### src/rtl/mem_port_arbiter_pkg.sv
// Shared definitions for the IF/MEM unified-RAM arbiter, its wait counter and the RAM model.
// State encoding is fixed so the bench and RAM model can decode it.
// Busy-counter width helper keeps LATENCY=1 at a legal one-bit counter.
package mem_port_arbiter_pkg;

    typedef enum logic [1:0] {
        ARB_IDLE   = 2'd0,
        ARB_BUSY_D = 2'd1,
        ARB_BUSY_I = 2'd2
    } arb_state_t;

    localparam int MEM_LATENCY = 2;

    function automatic int cnt_width(input int lat);
        return (lat < 2) ? 1 : $clog2(lat + 1);
    endfunction

endpackage

### src/rtl/arb_wait_counter.sv
// Counts the remaining cycles of one RAM access; zero marks the last busy cycle.
// Latency: load/decrement take effect at the next clock edge.
// No backpressure: load has priority over decrement.
module arb_wait_counter
    import mem_port_arbiter_pkg::*;
#(
    parameter int  LATENCY = MEM_LATENCY,
    localparam int CW      = cnt_width(LATENCY)
) (
    input  logic          clk_i,
    input  logic          rst_i,
    input  logic          load,
    input  logic          dec,
    output logic [CW-1:0] cnt,
    output logic          zero
);

    always_ff @(posedge clk_i or negedge rst_i) begin
        if (!rst_i) begin
            cnt <= '0;
        end else if (load) begin
            cnt <= CW'(LATENCY - 1);
        end else if (dec) begin
            cnt <= cnt - CW'(1);
        end
    end

    assign zero = (cnt == '0);

endmodule

### src/rtl/mem_port_arbiter.sv
// Shares one single-ported RAM between instruction fetch and the MEM stage, MEM first.
// Latency: LATENCY cycles per access plus one grant cycle; back-to-back accesses skip idle.
// Backpressure: stall_o freezes the pipeline until every pending request has completed.
module mem_port_arbiter
    import mem_port_arbiter_pkg::*;
#(
    parameter int ADDR_W  = 32,
    parameter int DATA_W  = 32,
    parameter int LATENCY = MEM_LATENCY
) (
    input  logic              clk_i,
    input  logic              rst_i,
    input  logic              if_req_i,
    input  logic [ADDR_W-1:0] if_addr_i,
    output logic [DATA_W-1:0] if_data_o,
    input  logic              d_read_i,
    input  logic              d_write_i,
    input  logic [ADDR_W-1:0] d_addr_i,
    input  logic [DATA_W-1:0] d_wdata_i,
    output logic [DATA_W-1:0] d_rdata_o,
    output logic              stall_o,
    output logic              ram_en_o,
    output logic              ram_we_o,
    output logic [ADDR_W-1:0] ram_addr_o,
    output logic [DATA_W-1:0] ram_wdata_o,
    input  logic [DATA_W-1:0] ram_rdata_i
);

    localparam int CW = cnt_width(LATENCY);

    arb_state_t    state;
    logic          if_done;
    logic          d_done;
    logic          d_req;
    logic          d_pend;
    logic          if_pend;
    logic          busy;
    logic          done_now;
    logic          grant_d;
    logic          grant_i;
    logic          cnt_zero;
    logic [CW-1:0] cnt;

    assign d_req    = d_read_i | d_write_i;
    assign d_pend   = d_req & ~d_done;
    assign if_pend  = if_req_i & ~if_done;
    assign busy     = (state != ARB_IDLE);
    assign done_now = busy & cnt_zero;
    assign stall_o  = busy | d_pend | if_pend;

    // A completing access hands the port straight to the other side if it is waiting.
    assign grant_d = d_pend & ((state == ARB_IDLE) | ((state == ARB_BUSY_I) & cnt_zero));
    assign grant_i = if_pend & (((state == ARB_IDLE) & ~d_pend) |
                                ((state == ARB_BUSY_D) & cnt_zero));

    arb_wait_counter #(
        .LATENCY (LATENCY)
    ) u_wait_counter (
        .clk_i (clk_i),
        .rst_i (rst_i),
        .load  (~busy | done_now),
        .dec   (busy & ~cnt_zero),
        .cnt   (cnt),
        .zero  (cnt_zero)
    );

    always_ff @(posedge clk_i or negedge rst_i) begin
        if (!rst_i) begin
            state       <= ARB_IDLE;
            if_done     <= 1'b0;
            d_done      <= 1'b0;
            if_data_o   <= '0;
            d_rdata_o   <= '0;
            ram_en_o    <= 1'b0;
            ram_we_o    <= 1'b0;
            ram_addr_o  <= '0;
            ram_wdata_o <= '0;
        end else begin
            // Pipeline advances this edge: served requests belong to the old instructions.
            if (!stall_o) begin
                if_done <= 1'b0;
                d_done  <= 1'b0;
            end

            if (done_now) begin
                if (state == ARB_BUSY_D) begin
                    if (!ram_we_o) begin
                        d_rdata_o <= ram_rdata_i;
                    end
                    d_done <= 1'b1;
                end else if (state == ARB_BUSY_I) begin
                    if_data_o <= ram_rdata_i;
                    if_done   <= 1'b1;
                end
            end

            if (grant_d) begin
                state       <= ARB_BUSY_D;
                ram_en_o    <= 1'b1;
                ram_we_o    <= d_write_i;
                ram_addr_o  <= d_addr_i;
                ram_wdata_o <= d_wdata_i;
            end else if (grant_i) begin
                state      <= ARB_BUSY_I;
                ram_en_o   <= 1'b1;
                ram_we_o   <= 1'b0;
                ram_addr_o <= if_addr_i;
            end else if (done_now) begin
                state    <= ARB_IDLE;
                ram_en_o <= 1'b0;
                ram_we_o <= 1'b0;
            end
        end
    end

endmodule

### config.mk
export PLATFORM = sky130hd
export DESIGN_NAME = mem_port_arbiter
export DESIGN_NICKNAME = d
export VERILOG_FILES = /design/src/rtl/mem_port_arbiter_pkg.sv /design/src/rtl/arb_wait_counter.sv /design/src/rtl/mem_port_arbiter.sv
export SDC_FILE = /design/constraint.sdc
export NUM_CORES = 1
export LEC_CHECK = 0
export CAP_MARGIN = 20
export CORE_MARGIN = 4
export CORE_UTILIZATION = 40
export CTS_BUF_LIST = sky130_fd_sc_hd__clkbuf_16
export CTS_CLUSTER_SIZE = 24
export DETAILED_ROUTE_END_ITERATION = 10
export GPL_ROUTABILITY_DRIVEN = 1
export MAX_ROUTING_LAYER = met4
export PLACE_DENSITY = 0.84
export SYNTH_ARGS = -nofsm -noshare
export SYNTH_HDL_FRONTEND = slang
export SYNTH_SLANG_ARGS = --single-unit
### constraint.sdc
create_clock -name clk_i -period 2.6 [get_ports clk_i]
set_clock_uncertainty 0.05 [all_clocks]
set_input_delay 0.52 -clock clk_i [delete_from_list [all_inputs] [get_ports clk_i]]
set_output_delay 0.52 -clock clk_i [all_outputs]
set_load 0.005 [all_outputs]
==> results.toml <==
[power]
power.density_mw_per_mm2 = 1240
leakage_nw = 3.95
ir_drop_mv = 0.584

[floorplan]
rows = 42
io_pins = 264
die_w_um = 125
core_mm2 = 0.0133
start_util_pct = 41.1
die_area_mm2 = 0.0156
die_height_um = 125

[hold_path]
worstHoldPathType = "input pin to asynchronous set/reset pin"

[global_routing]
antenna_found_initial = 0
grt-ovfl-total = 0
grt_max_degree = 51
grt_pass1_vias = 4873
grtUsageTotal_pct = 20.3
grt_pass1_wl_mm = 24.7

[placed_design]
dp.cells = 879
gp_congestion = 0.825
dp_hpwl_mm = 11.2
io_buffers = 263

[critical_path]
r2r-end = "d_rdata_o[10]"
worstSetupPathType = "input pin to output port"
r2r_cells = 6
critPathArrivalTime_ns = 1.94
rrSetupSlack_ns = 0.50
critPathLaunchType = "input pin"
worstSetupEndpointType = "output port"
rr_startpoint = "u_wait_counter.cnt[0]"
crit_start = "d_read_i"
critPathMaxFanout = 5
required_ns = 2.03
endpoint = "stall_o"

[cts]
htree_levels = 4
postCtsHoldBufs = 0
cts_tree = "yes"
ctsResizeCount = 1
clock-sinks = 136
clk_pin_slew_ns = 0.06
cts_buffers = 17
root_buffer = "clkbuf_16"
clock_latency_ns = 0.40
cts_setup_buffers = 0
cts.path.max_buffers = 2

[timing]
finalCritPeriodShare_pct = 96.7
period_needed_ns = 2.51
setup_tns_ns = 0
finalMaxSlewViolations = 0
hold_viol_final = 2
relSlewSlack_pct = 69.5
fmax_mhz = 398
setup-violations-final = 0
rsz0062_at_grt = "false"
tightest_slew_ns = 0.458
hold_slack_ns = -0.000737

[yosys]
ys_seq_area_share_pct = 62.1
syn_inst = 454
synth_seq_cells = 136
synth_warnings = 0
syn_nets = 588
synth.distinct_cells = 30
syn_area_mm2 = 0.00548
avgSynthCellArea_um2 = 12.1

[detailed_routing]
wl_per_cell_um = 16.8
routed_wl_mm = 15.3
drt_iter0_markers = 185
vias = 4423
first_pass_iters = 6
via_per_inst = 4.86
drc = 0
drtAntennaViolNets = 0

[cells_and_area]
final_common_cell = "clkdlybuf4s50_1"
final_cell_mix = "261 x clkdlybuf4s50_1, 136 x dfrtp_1, 103 x nand2_1, 62 x mux2_2, 40 x inv_1"
syn2layout_area_growth_pct = 61.9
final_nets = 856
fill_cells = 988
drive_gt1_share_pct = 18.2
antenna_cells = 0
stdcell_count = 911

[run]
drv_cap = 0

[outcome]
status = "complete, but fails checks"
failed_checks = "negative hold slack"
state kept, by name, summed over array words and instances, names as in the netlist:
signal,flops
d_done,1
ram_wdata_o,32
d_rdata_o,32
u_wait_counter.cnt,2
if_done,1
ram_we_o,1
ram_en_o,1
ram_addr_o,32
state,2
if_data_o,32
area by class of cell:
class,instances,area (um2),area share (%)
timing repair buffer,274,2770,31.2
clock inverter,15,144,1.62
inverter,37,139,1.57
multi-input combinational,256,1780,20.0
sequential,136,3400,38.4
tap,176,220,2.48
clock buffer,17,425,4.79
synth_stat cells (all sizes together):
cell	count	area [um2]
a21oi	32	269
a32oi	1	8.76
and2	1	6.26
and2b	1	7.51
and3	1	6.26
buf	23	161
clkbuf	2	7.51
dfrtp	136	3400
ha	1	12.5
inv	37	139
mux2	64	721
nand2	103	387
nand2b	2	15.0
nand3	2	10.0
nor2	2	7.51
nor2b	2	12.5
nor3	1	5.00
nor3b	1	18.8
o2111ai	1	26.3
o21ai	5	25.0
o21ba	1	10.0
o21bai	1	7.51
o22ai	32	200
or3	1	6.26
or4	1	7.51
per-stage QoR:
| stage | cell area, um2 | setup slack [ns] | total power [mW] | util (%) |
|---|---|---|---|---|
| final | 8870 | 0.0855 | 11.0 | 66.5 |
| after global routing | 8870 | 0.00860 | 11.7 | 66.5 |
| after CTS | 8870 | 0.0415 | 11.2 | 66.5 |
| after detailed placement | 8300 | -0.133 | 8.79 | 62.2 |
| after global placement | 8300 | -0.146 | 8.58 | 62.2 |
| after floorplan | 5480 | 0.817 | 5.96 | - |
report_power, final:
| part | switching (mW) | internal [mW] |
|---|---|---|
| Combinational | 1.96 | 2.96 |
| Clock | 0.824 | 1.47 |
| Sequential | 0.601 | 3.20 |
| Total | 3.39 | 7.63 |
logic make-up after synthesis:
| group | count (synthesis) | share of synthesized area, % |
|---|---|---|
| compound gates | 73 | 9.98 |
| simple gates | 118 | 8.93 |
| mux | 64 | 13.2 |
| fa+ha+maj | 1 | 0.228 |
| buf+inv | 62 | 5.62 |
| flops | 136 | 62.1 |
how the worst min path moves through the flow:
stage / from / end / depth (start not counted)
4_1_cts: rst_i / ram_addr_o[11] / 1
6_report: rst_i / ram_addr_o[11] / 1
3_5_place_dp: ram_wdata_o[27] / ram_wdata_o[27] / 2
2_1_floorplan: rst_i / d_done / 0
5_1_grt: rst_i / ram_addr_o[11] / 1
3_3_place_gp: ram_wdata_o[14] / ram_wdata_o[14] / 2
worst max-delay path, cell delays in order:
cell and delay (ns):
clkdlybuf4s50_1 0.43, o21ba_2 0.25, or4_1 0.49, clkdlybuf4s15_1 0.25
routing by layer:
layer | vias up | track usage [%] | share of wire (%)
met2 | 202 | 34.1 | 51
li1 | 2068 | - | -
met1 | 2122 | 22.3 | 38
met4 | 0 | 7.97 | 2.4
met3 | 31 | 6.74 | 8.2
met5 | - | - | 0
No activity file was read; power rests on OpenSTA's default activity.
